`src/rtl/neuron_layer_sched_if.sv`:
```
// neuron_layer_sched_if
// Bundles the layer scheduler's request/data inputs and its status/result
// outputs so that the source side and the scheduler connect through one port.
// The master drives start plus the synapse, weight and threshold vectors;
// the slave (the scheduler) returns busy, done and the registered axons.

interface neuron_layer_sched_if #(
    parameter int N = 4,
    parameter int M = 4,
    parameter int W = 32
);

    logic               start;
    logic [N-1:0]       synapses;
    logic [M*N*W-1:0]   weights;
    logic [M*W-1:0]     thresholds;
    logic               busy;
    logic               done;
    logic [M-1:0]       axons;

    modport master (
        output start,
        output synapses,
        output weights,
        output thresholds,
        input  busy,
        input  done,
        input  axons
    );

    modport slave (
        input  start,
        input  synapses,
        input  weights,
        input  thresholds,
        output busy,
        output done,
        output axons
    );

endinterface

```
`src/rtl/neuron_layer_sched.sv`:
```
// neuron_layer_sched
// Evaluates a layer of M threshold neurons with a single shared accumulator.
// A request captures the synapse vector, every weight and every threshold.
// Each neuron then spends N cycles accumulating, one synapse per clock, and
// one cycle comparing its sum against its threshold. The layer result is
// published to axons as a single M-bit update, together with a one-cycle
// done pulse. Only the captured copies are used during evaluation, so the
// source may change its inputs freely once start has been taken.

module neuron_layer_sched #(
    parameter int N = 4,
    parameter int M = 4,
    parameter int W = 32
) (
    input  logic                  clk,
    input  logic                  rst_n,
    neuron_layer_sched_if.slave   bus
);

    // Index widths never drop below one bit, so M=1 and N=1 still work.
    localparam int JW = (N > 1) ? $clog2(N) : 1;
    localparam int IW = (M > 1) ? $clog2(M) : 1;

    // The sum of N unsigned W-bit weights needs W+clog2(N) bits. One spare
    // bit is kept on top, so the accumulator can never wrap.
    localparam int AW = W + $clog2(N) + 1;

    localparam logic [JW-1:0] J_LAST = JW'(N - 1);
    localparam logic [IW-1:0] I_LAST = IW'(M - 1);

    typedef enum logic [1:0] {
        IDLE,
        ACC,
        CMP,
        DONE
    } state_t;

    state_t state;
    state_t state_next;

    // Captured copies of the request, frozen for the whole evaluation.
    logic [N-1:0]      s_cap;
    logic [M*N*W-1:0]  w_cap;
    logic [M*W-1:0]    th_cap;

    // Neuron index i, synapse index j and the shared accumulator.
    logic [IW-1:0]     i;
    logic [JW-1:0]     j;
    logic [AW-1:0]     acc;

    // res collects per-neuron decisions; axons_q is the published result.
    logic [M-1:0]      res;
    logic [M-1:0]      res_final;
    logic [M-1:0]      axons_q;

    logic [W-1:0]      w_sel;
    logic [W-1:0]      w_add;
    logic [W-1:0]      th_sel;
    logic              ge;
    logic              busy_c;
    logic              done_c;

    // Select this cycle's weight and threshold, and form the compare result.
    // The threshold is zero-extended to the accumulator width.
    always_comb begin
        w_sel     = w_cap[(int'(i) * N + int'(j)) * W +: W];
        w_add     = s_cap[j] ? w_sel : '0;
        th_sel    = th_cap[int'(i) * W +: W];
        ge        = (acc >= {{(AW-W){1'b0}}, th_sel});
        res_final = res;
        res_final[i] = ge;
    end

    // State register.
    always_ff @(posedge clk or negedge rst_n) begin
        if (!rst_n) begin
            state <= IDLE;
        end else begin
            state <= state_next;
        end
    end

    // Next-state logic and the Moore status outputs.
    always_comb begin
        state_next = state;
        busy_c     = 1'b0;
        done_c     = 1'b0;
        case (state)
            IDLE: begin
                if (bus.start) begin
                    state_next = ACC;
                end
            end
            ACC: begin
                busy_c = 1'b1;
                if (j == J_LAST) begin
                    state_next = CMP;
                end
            end
            CMP: begin
                busy_c = 1'b1;
                if (i == I_LAST) begin
                    state_next = DONE;
                end else begin
                    state_next = ACC;
                end
            end
            DONE: begin
                done_c     = 1'b1;
                state_next = IDLE;
            end
            default: begin
                state_next = IDLE;
            end
        endcase
    end

    // Datapath: capture, accumulate, compare and publish the layer result.
    // The final compare writes axons directly, so the new result is already
    // visible during the DONE cycle that carries the done pulse.
    always_ff @(posedge clk or negedge rst_n) begin
        if (!rst_n) begin
            s_cap   <= '0;
            w_cap   <= '0;
            th_cap  <= '0;
            i       <= '0;
            j       <= '0;
            acc     <= '0;
            res     <= '0;
            axons_q <= '0;
        end else begin
            case (state)
                IDLE: begin
                    if (bus.start) begin
                        s_cap  <= bus.synapses;
                        w_cap  <= bus.weights;
                        th_cap <= bus.thresholds;
                        acc    <= '0;
                        i      <= '0;
                        j      <= '0;
                    end
                end
                ACC: begin
                    acc <= acc + {{(AW-W){1'b0}}, w_add};
                    if (j != J_LAST) begin
                        j <= j + JW'(1);
                    end
                end
                CMP: begin
                    res <= res_final;
                    acc <= '0;
                    j   <= '0;
                    if (i == I_LAST) begin
                        axons_q <= res_final;
                    end else begin
                        i <= i + IW'(1);
                    end
                end
                default: begin
                end
            endcase
        end
    end

    assign bus.busy  = busy_c;
    assign bus.done  = done_c;
    assign bus.axons = axons_q;

endmodule

```
`src/flat_wrapper.sv`:
```
// flat-port wrapper written by rule: the top's interface ports become plain ports
module neuron_layer_sched_flat 
#(
    parameter int N = 4,
    parameter int M = 4,
    parameter int W = 32
)
  (clk, rst_n, bus_start, bus_synapses, bus_weights, bus_thresholds, bus_busy, bus_done, bus_axons);
  neuron_layer_sched_if #(.N(N), .M(M), .W(W)) bus_i ();
  input  logic clk;
  input  logic rst_n;
  input wire logic [$bits(bus_i.start)-1:0] bus_start;
  input wire logic [$bits(bus_i.synapses)-1:0] bus_synapses;
  input wire logic [$bits(bus_i.weights)-1:0] bus_weights;
  input wire logic [$bits(bus_i.thresholds)-1:0] bus_thresholds;
  output wire logic [$bits(bus_i.busy)-1:0] bus_busy;
  output wire logic [$bits(bus_i.done)-1:0] bus_done;
  output wire logic [$bits(bus_i.axons)-1:0] bus_axons;
  assign bus_i.start = bus_start;
  assign bus_i.synapses = bus_synapses;
  assign bus_i.weights = bus_weights;
  assign bus_i.thresholds = bus_thresholds;
  assign bus_busy = bus_i.busy;
  assign bus_done = bus_i.done;
  assign bus_axons = bus_i.axons;
  neuron_layer_sched #(.N(N), .M(M), .W(W)) u_core (.clk(clk), .rst_n(rst_n), .bus(bus_i));
endmodule
```
`config.mk`:
```
export PLATFORM = sky130hd
export DESIGN_NAME = neuron_layer_sched_flat
export DESIGN_NICKNAME = d
export VERILOG_FILES = /design/src/rtl/neuron_layer_sched_if.sv /design/src/rtl/neuron_layer_sched.sv /design/src/flat_wrapper.sv
export SDC_FILE = /design/constraint.sdc
export NUM_CORES = 2
export LEC_CHECK = 0
export CAP_MARGIN = 20
export CORE_ASPECT_RATIO = 0.5
export CORE_UTILIZATION = 35
export DETAILED_ROUTE_END_ITERATION = 16
export SYNTH_ARGS = -nofsm -noshare
export SYNTH_HDL_FRONTEND = slang
export SYNTH_SLANG_ARGS = --single-unit
```
`constraint.sdc`:
```
create_clock -name clk -period 4.1 [get_ports clk]
set_clock_uncertainty 0.2 [all_clocks]
set_input_delay 1.23 -clock clk [delete_from_list [all_inputs] [get_ports clk]]
set_output_delay 1.23 -clock clk [all_outputs]
set_load 0.05 [all_outputs]
```
# Yosys cells after proc, flatten, opt, wreduce, memory -nomap -nowiden
# Cells that the tools add are included.
totals:
  word_cells: 59
  reg_bits: 693
  out_inout_bits: 6
classes:
  shifts: 2
  order_cmp: 4
  reduce_logical: 11
  mux: 19
  n_eq_ne: 10
  add_sub_neg: 4
ops:
  columns: ["op", "n"]
  rows:
  - ["variable part select 512 x 32 -> 32 bit", 1]
  - ["variable part select 128 x 8 -> 32 bit", 1]
  - ["one-hot mux 35 bit (3 select lines)", 1]
  - ["adder 35 x 32 -> 35 bit", 1]
  - ["greater-or-equal comparator 35 x 32 -> 1 bit", 1]
  - ["two-way mux 35 bit", 1]
  - ["two-way mux 32 bit", 1]
  - ["two-way mux 2 bit", 6]
  - ["equality test 2 bit, second input constant", 4]
  - ["one-hot mux 2 bit (4 select lines)", 1]
  - ["AND reduction 2 bit", 4]
  - ["less-than comparator 2 x 3 -> 1 bit, second input constant", 2]
  - ["inequality test 2 bit, second input constant", 3]
  - ["one-hot mux 2 bit (3 select lines)", 1]
  - ["AND reduction 3 bit", 2]
  - ["adder 4 x 2 -> 5 bit", 1]
  - ["adder 2 x 1 -> 2 bit, second input constant", 2]
  - ["bitwise mux 4 bit", 1]
  - ["two-way mux 1 bit", 4]
  - ["inequality test 2 x 1 -> 1 bit, second input constant", 2]
  - ["one-hot mux 2 bit (2 select lines)", 1]
  - ["nonzero test 3 bit", 1]
  - ["binary-select mux 1 bit (select 2 bit)", 1]
  - ["demux 1 bit (select 2 bit)", 1]
  - ["6 further kinds", 6]

# Longest topological paths before layout
logic_depth:
  word_depth: 5
  ltp_mapped: 18
  ltp_nobuf: 14

# Least setup slack after synthesis
# OpenSTA, ideal clock, no wires.
synth_timing:
  path_kind: "register to register"
  start: "reg u_core.j[0]"
  end: "reg u_core.acc[34]"
  slack_ns: -0.353
  setup_ns: 0.069
  stages_incl_launch_ff: 16
  required_time_ns: 3.831
  arrival_ns: 4.184
  path_buffers: 3
  cell_sequence: "dfrtp_1 -> clkbuf_1 -> clkbuf_1 -> buf_2 -> mux4_2 -> mux4_2 -> nor2b_1 -> ha_1 -> o21a_1 -> o211ai_2 -> a21oi_4 -> nand4_4 -> a2111oi_4 -> o22ai_2 -> or4_1 -> nand3_1"
synth_via:
  elab_chain_cells: 5
  word_cells_on_any_way: 7
  classes_between: "add/sub: 2; shift: 1; mux: 4"
synth_lines:
  columns: ["element", "line_no", "rtl"]
  rows:
  - ["start: declaration", "neuron_layer_sched.sv:48", "logic [JW-1:0] j;"]
  - ["start signal: assignment", "neuron_layer_sched.sv:146", "j <= j + JW'(1);"]
  - ["adder 4 x 2 -> 5 bit or binary-select mux 1 bit (select 2 bit) (tied branches)", "neuron_layer_sched.sv:66, neuron_layer_sched.sv:67", null]
  - ["variable part select 512 x 32 -> 32 bit or two-way mux 1 bit (tied branches)", "neuron_layer_sched.sv:66, neuron_layer_sched.sv:67", null]
  - ["two-way mux 32 bit (*)", "neuron_layer_sched.sv:67", "w_add = s_cap[j] ? w_sel : '0;"]
  - ["adder 35 x 32 -> 35 bit (*)", "neuron_layer_sched.sv:144", "acc <= acc + {{(AW-W){1'b0}}, w_add};"]
  - ["one-hot mux 35 bit (3 select lines) (*)", "neuron_layer_sched.sv:132", "case (state)"]
  - ["end signal: assignment", "neuron_layer_sched.sv:144", null]
  - ["end: declaration", "neuron_layer_sched.sv:49", "logic [AW-1:0] acc;"]
# Mark *: on every way between the ends. The rest lies on a longest branch, timed or not. The select of a mux whose other input is x is not followed.
# A chain may end at the register's enable or synchronous reset.

# Worst setup path in the final report
layout_timing:
  start: "reg u_core.j[0]"
  end: "reg u_core.acc[32]"
# The elaborated chain is that of the path after synthesis.

==> key figures <==
Final layout
  • Most frequent cells in the layout: dfrtp_1 (688), clkdlybuf4s50_1 (651), mux2_2 (650)
  • Sequential cell area: 0.01733 mm^2
  • Layout fillers: between 8k and 9k
  • Non-filler cells, final: around 4.3k
  • Area grow syn2layout: 40.16%
  • Layout cells sized above 1: 0.4301
  • Cell area after layout: about 0.046 mm^2
  • Commonest non-fill, non-tap cell in the layout: dfrtp_1
  • Area of the multi-input gates: between 0.015 and 0.02 mm^2
  • Nets@finish: 3,707

Setup path
  • WP depth: 16
  • Crit-path slowest cell: mux4_2
  • R2R Setup Slk: -0.12 ns
  • CP Capture Type: flip-flop
  • Crit path capture: u_core.acc[32]
  • R2R Path Start: u_core.j[0]
  • Worst EP arrival: ~4.6 ns
  • Beginning of the critical path: u_core.j[0]
  • Worst-case reg-to-reg path depth: 16
  • Crit path buf inv count: 4
  • Worst path max stage delay: between 0.5 and 0.6 ns
  • CP delay by family, top: multiplexers
  • Critical path class: reg2reg
  • Worst-path cell chain: buf_12 > buf_12 > buf_6 > mux4_2 > mux4_2 > nor2b_4 > ha_4 > o21a_1 > o211ai_2 > a21oi_4 > nand4_4 > a2111oi_4 > o22ai_2 > buf_4 > or3_1 > o21ai_1
  • Reg-to-reg endpoint: u_core.acc[32]
  • Crit path launch type: flip-flop
  • CP required: roughly 4.5 ns
  • Worst-path maximum fanout: 8

Route
  • Routed Wire Length: ~110,000 um
  • First-pass detailed-route iteration total: 5
  • DRC: 0
  • Vias: between 20k and 25k
  • Initial drt markers: 1,509
  • Vias per inst: 5.096
  • Post-route ant nets: 1
  • Routed len/inst: about 25 um

Clocking
  • CTS Sinks: between 600 and 700
  • Deepest clock path buffer count: 3
  • H-tree depth: 3
  • Worst-path clk slew: around 0.070 ns
  • TritonCTS clock tree: done
  • Post-CTS Hold Fix Bufs: 0
  • Clock Latency Late Sink: 0.67 ns
  • Clk root buf: clkbuf_16
  • TritonCTS Buffers: slightly below 70

Pwr
  • Clock power share: 0.177
  • Leakage: between 0.015 and 0.02 uW
  • Switching share of power: 0.3436
  • Max VDD drop: between 0.4 and 0.5 mV
  • Sequential power share: 0.335
  • Pwr dens: between 800 and 900 mW/mm^2
  • P_int: roughly 25,000 uW
  • Logic pwr share: 0.488
  • Switching power: between 10,000 and 15,000 uW

Synthesis
  • Primary FF master, synth: dfrtp_1
  • Mapped Cells: 2,182
  • Async S/R FF share, synth: 1.000
  • Synth unique cells: 60
  • Mapped Nets: 2,903
  • YS warnings: 0
  • Sequential area share after synthesis: 0.5250
  • Synth Cell Area: around 0.033 mm^2
  • FF+latch count, synth: 692
  • EDFF count, synth: 0
  • Mean Syn Cell Area: 15.12 um^2

Global route
  • Gr ovfl total: 0
  • Initial antenna violation count: 43
  • First-pass GRT wire length: ~160,000 um
  • Gr usage total: 0.2227
  • Vias in the first global route: roughly 23k
  • Largest net degree at the start of global routing: between 80 and 90

STA
  • Highest clock rate: between 200 and 250 MHz
  • Final-report setup violation count: 16
  • Setup TNS: -0.9230 ns
  • Final hold slack: approximately 0.3 ns
  • Final worst path period need: 4.222 ns
  • Slew Viols, Final: 0
  • Period utilization: 1.030
  • Slew headroom: 0.4922
  • Worst slew pin tran: about 0.76 ns
  • RSZ-0062 raised after global routing: true
  • Final Hold Fails: 0
  • Setup ws final: -0.1215 ns

Floorplanning
  • Io pins: ~650
  • Die area: roughly 0.096 mm^2
  • Die W: between 400 and 500 um
  • Core Area: around 0.093 mm^2
  • Row count: about 80
  • Die H: approximately 220 um
  • Initial Util: 0.3543

Hold path
  • Worst Hold Class: reg2reg

Place
  • Area after DPL: ~0.042 mm^2
  • Pre-CTS setup slack: -0.3170 ns
  • IO buf count: ~650
  • Detailed Place HPWL: about 81,000 um
  • GPL Wtd Cong: between 0.8 and 0.9
  • Placed Instances: between 4k and 5k

Status
  • Outcome: complete, but fails checks
  • Failing checks: antenna violations, negative setup slack

Job
  • Maximum capacitance violations: 0
cells in the mapped netlist, drive strengths merged, types with 6 or more instances:
cell | n | share of area
xor2 | 13 | 0.0035
a21o | 19 | 0.0044
nor2 | 21 | 0.0025
dfrtp | 692 | 0.52
nand4 | 17 | 0.0037
buf | 29 | 0.0048
nor3 | 9 | 0.0014
xnor2 | 14 | 0.0037
mux4 | 192 | 0.13
o21ai | 55 | 0.0083
o31ai | 6 | 0.0017
ha | 73 | 0.028
nand3 | 9 | 0.0014
a31oi | 8 | 0.0015
nor2b | 38 | 0.0072
mux2 | 650 | 0.22
inv | 48 | 0.0055
o21bai | 7 | 0.0016
a21oi | 47 | 0.0075
nand2 | 70 | 0.0080
clkbuf | 106 | 0.012
o21a | 6 | 0.0014
cell families (layout without fill, tap and decap cells):
| kind of cell | after synthesis | after routing | share of synthesized area |
|---|---|---|---|
| muxes | 846 | 846 | 0.3542 |
| DFF | 692 | 692 | 0.5250 |
| buffers and inverters | 184 | 1041 | 0.02265 |
| AOI/OAI and AO/OA | 181 | 181 | 0.03562 |
| and+or+nand+nor | 178 | 178 | 0.02708 |
| adders and majority gates | 74 | 74 | 0.02830 |
| xor gates and xnor gates | 27 | 27 | 0.007169 |
| other | 0 | 39 | 0 |
layout make-up:
class / count / share of cell area
flip-flops and latches: 692 / 0.3748
multi-input cells: 1306 / 0.3413
repair buffers: 870 / 0.1940
clock buffers: 94 / 0.04216
well taps: 1255 / 0.03396
clock inverters: 29 / 0.007686
inverters: 48 / 0.003897
diodes: 39 / 0.002111
routing by layer:
metal  vias up  wire length, um  GRT usage
met5         -               81          0
met4        12             2943    0.08655
met3       152             4966    0.04876
met2       488            52340     0.3525
met1     11610            47030     0.2993
li1       9814                -          -
power groups by stage:
stage / registers, uW / clock network, uW / logic (uW)
floorplan: 11500 / 0 / 11000
global placement: 12500 / 0 / 15800
detailed placement: 12500 / 0 / 16100
CTS: 12400 / 6810 / 17300
global route: 12900 / 7100 / 19600
finish: 12500 / 6630 / 18300
stage by stage:
step,total power (uW),utilization
final,37470,0.4965
after global placement,28240,0.4532
after global routing,39650,0.4963
after floorplan,22530,-
after detailed placement,28610,0.4532
after CTS,36590,0.4885
timing repair:
| action | 4_1_cts | 5_1_grt |
|---|---|---|
| setup endpoints to repair | 23 | 29 |
| gates cloned | 6 | 3 |
| setup buffers | 27 | 23 |
| hold endpoints to repair | 0 | 0 |
| pin swaps | 58 | 57 |
| resized for setup | 121 | 91 |
flip-flops by register name (all words and copies together), names as in the netlist:
name,flops
u_core.res,3
u_core.i,2
u_core.j,2
u_core.th_cap,128
u_core.bus.axons,4
u_core.acc,35
u_core.w_cap,512
u_core.state,2
u_core.s_cap,4
worst min-delay path by stage:
stage	end	depth (start not counted)	slack [ns]	startpoint
after global placement	u_core.bus.axons[1]	2	0.27	u_core.bus.axons[1]
final	u_core.w_cap[486]	1	0.30	u_core.w_cap[486]
after floorplan	u_core.s_cap[1]	1	0.27	u_core.s_cap[1]
after detailed placement	u_core.bus.axons[2]	2	0.28	u_core.bus.axons[2]
after CTS	u_core.th_cap[123]	1	0.30	u_core.th_cap[123]
after global routing	u_core.w_cap[332]	1	0.31	u_core.w_cap[332]
No activity file was read; power rests on OpenSTA's default activity.
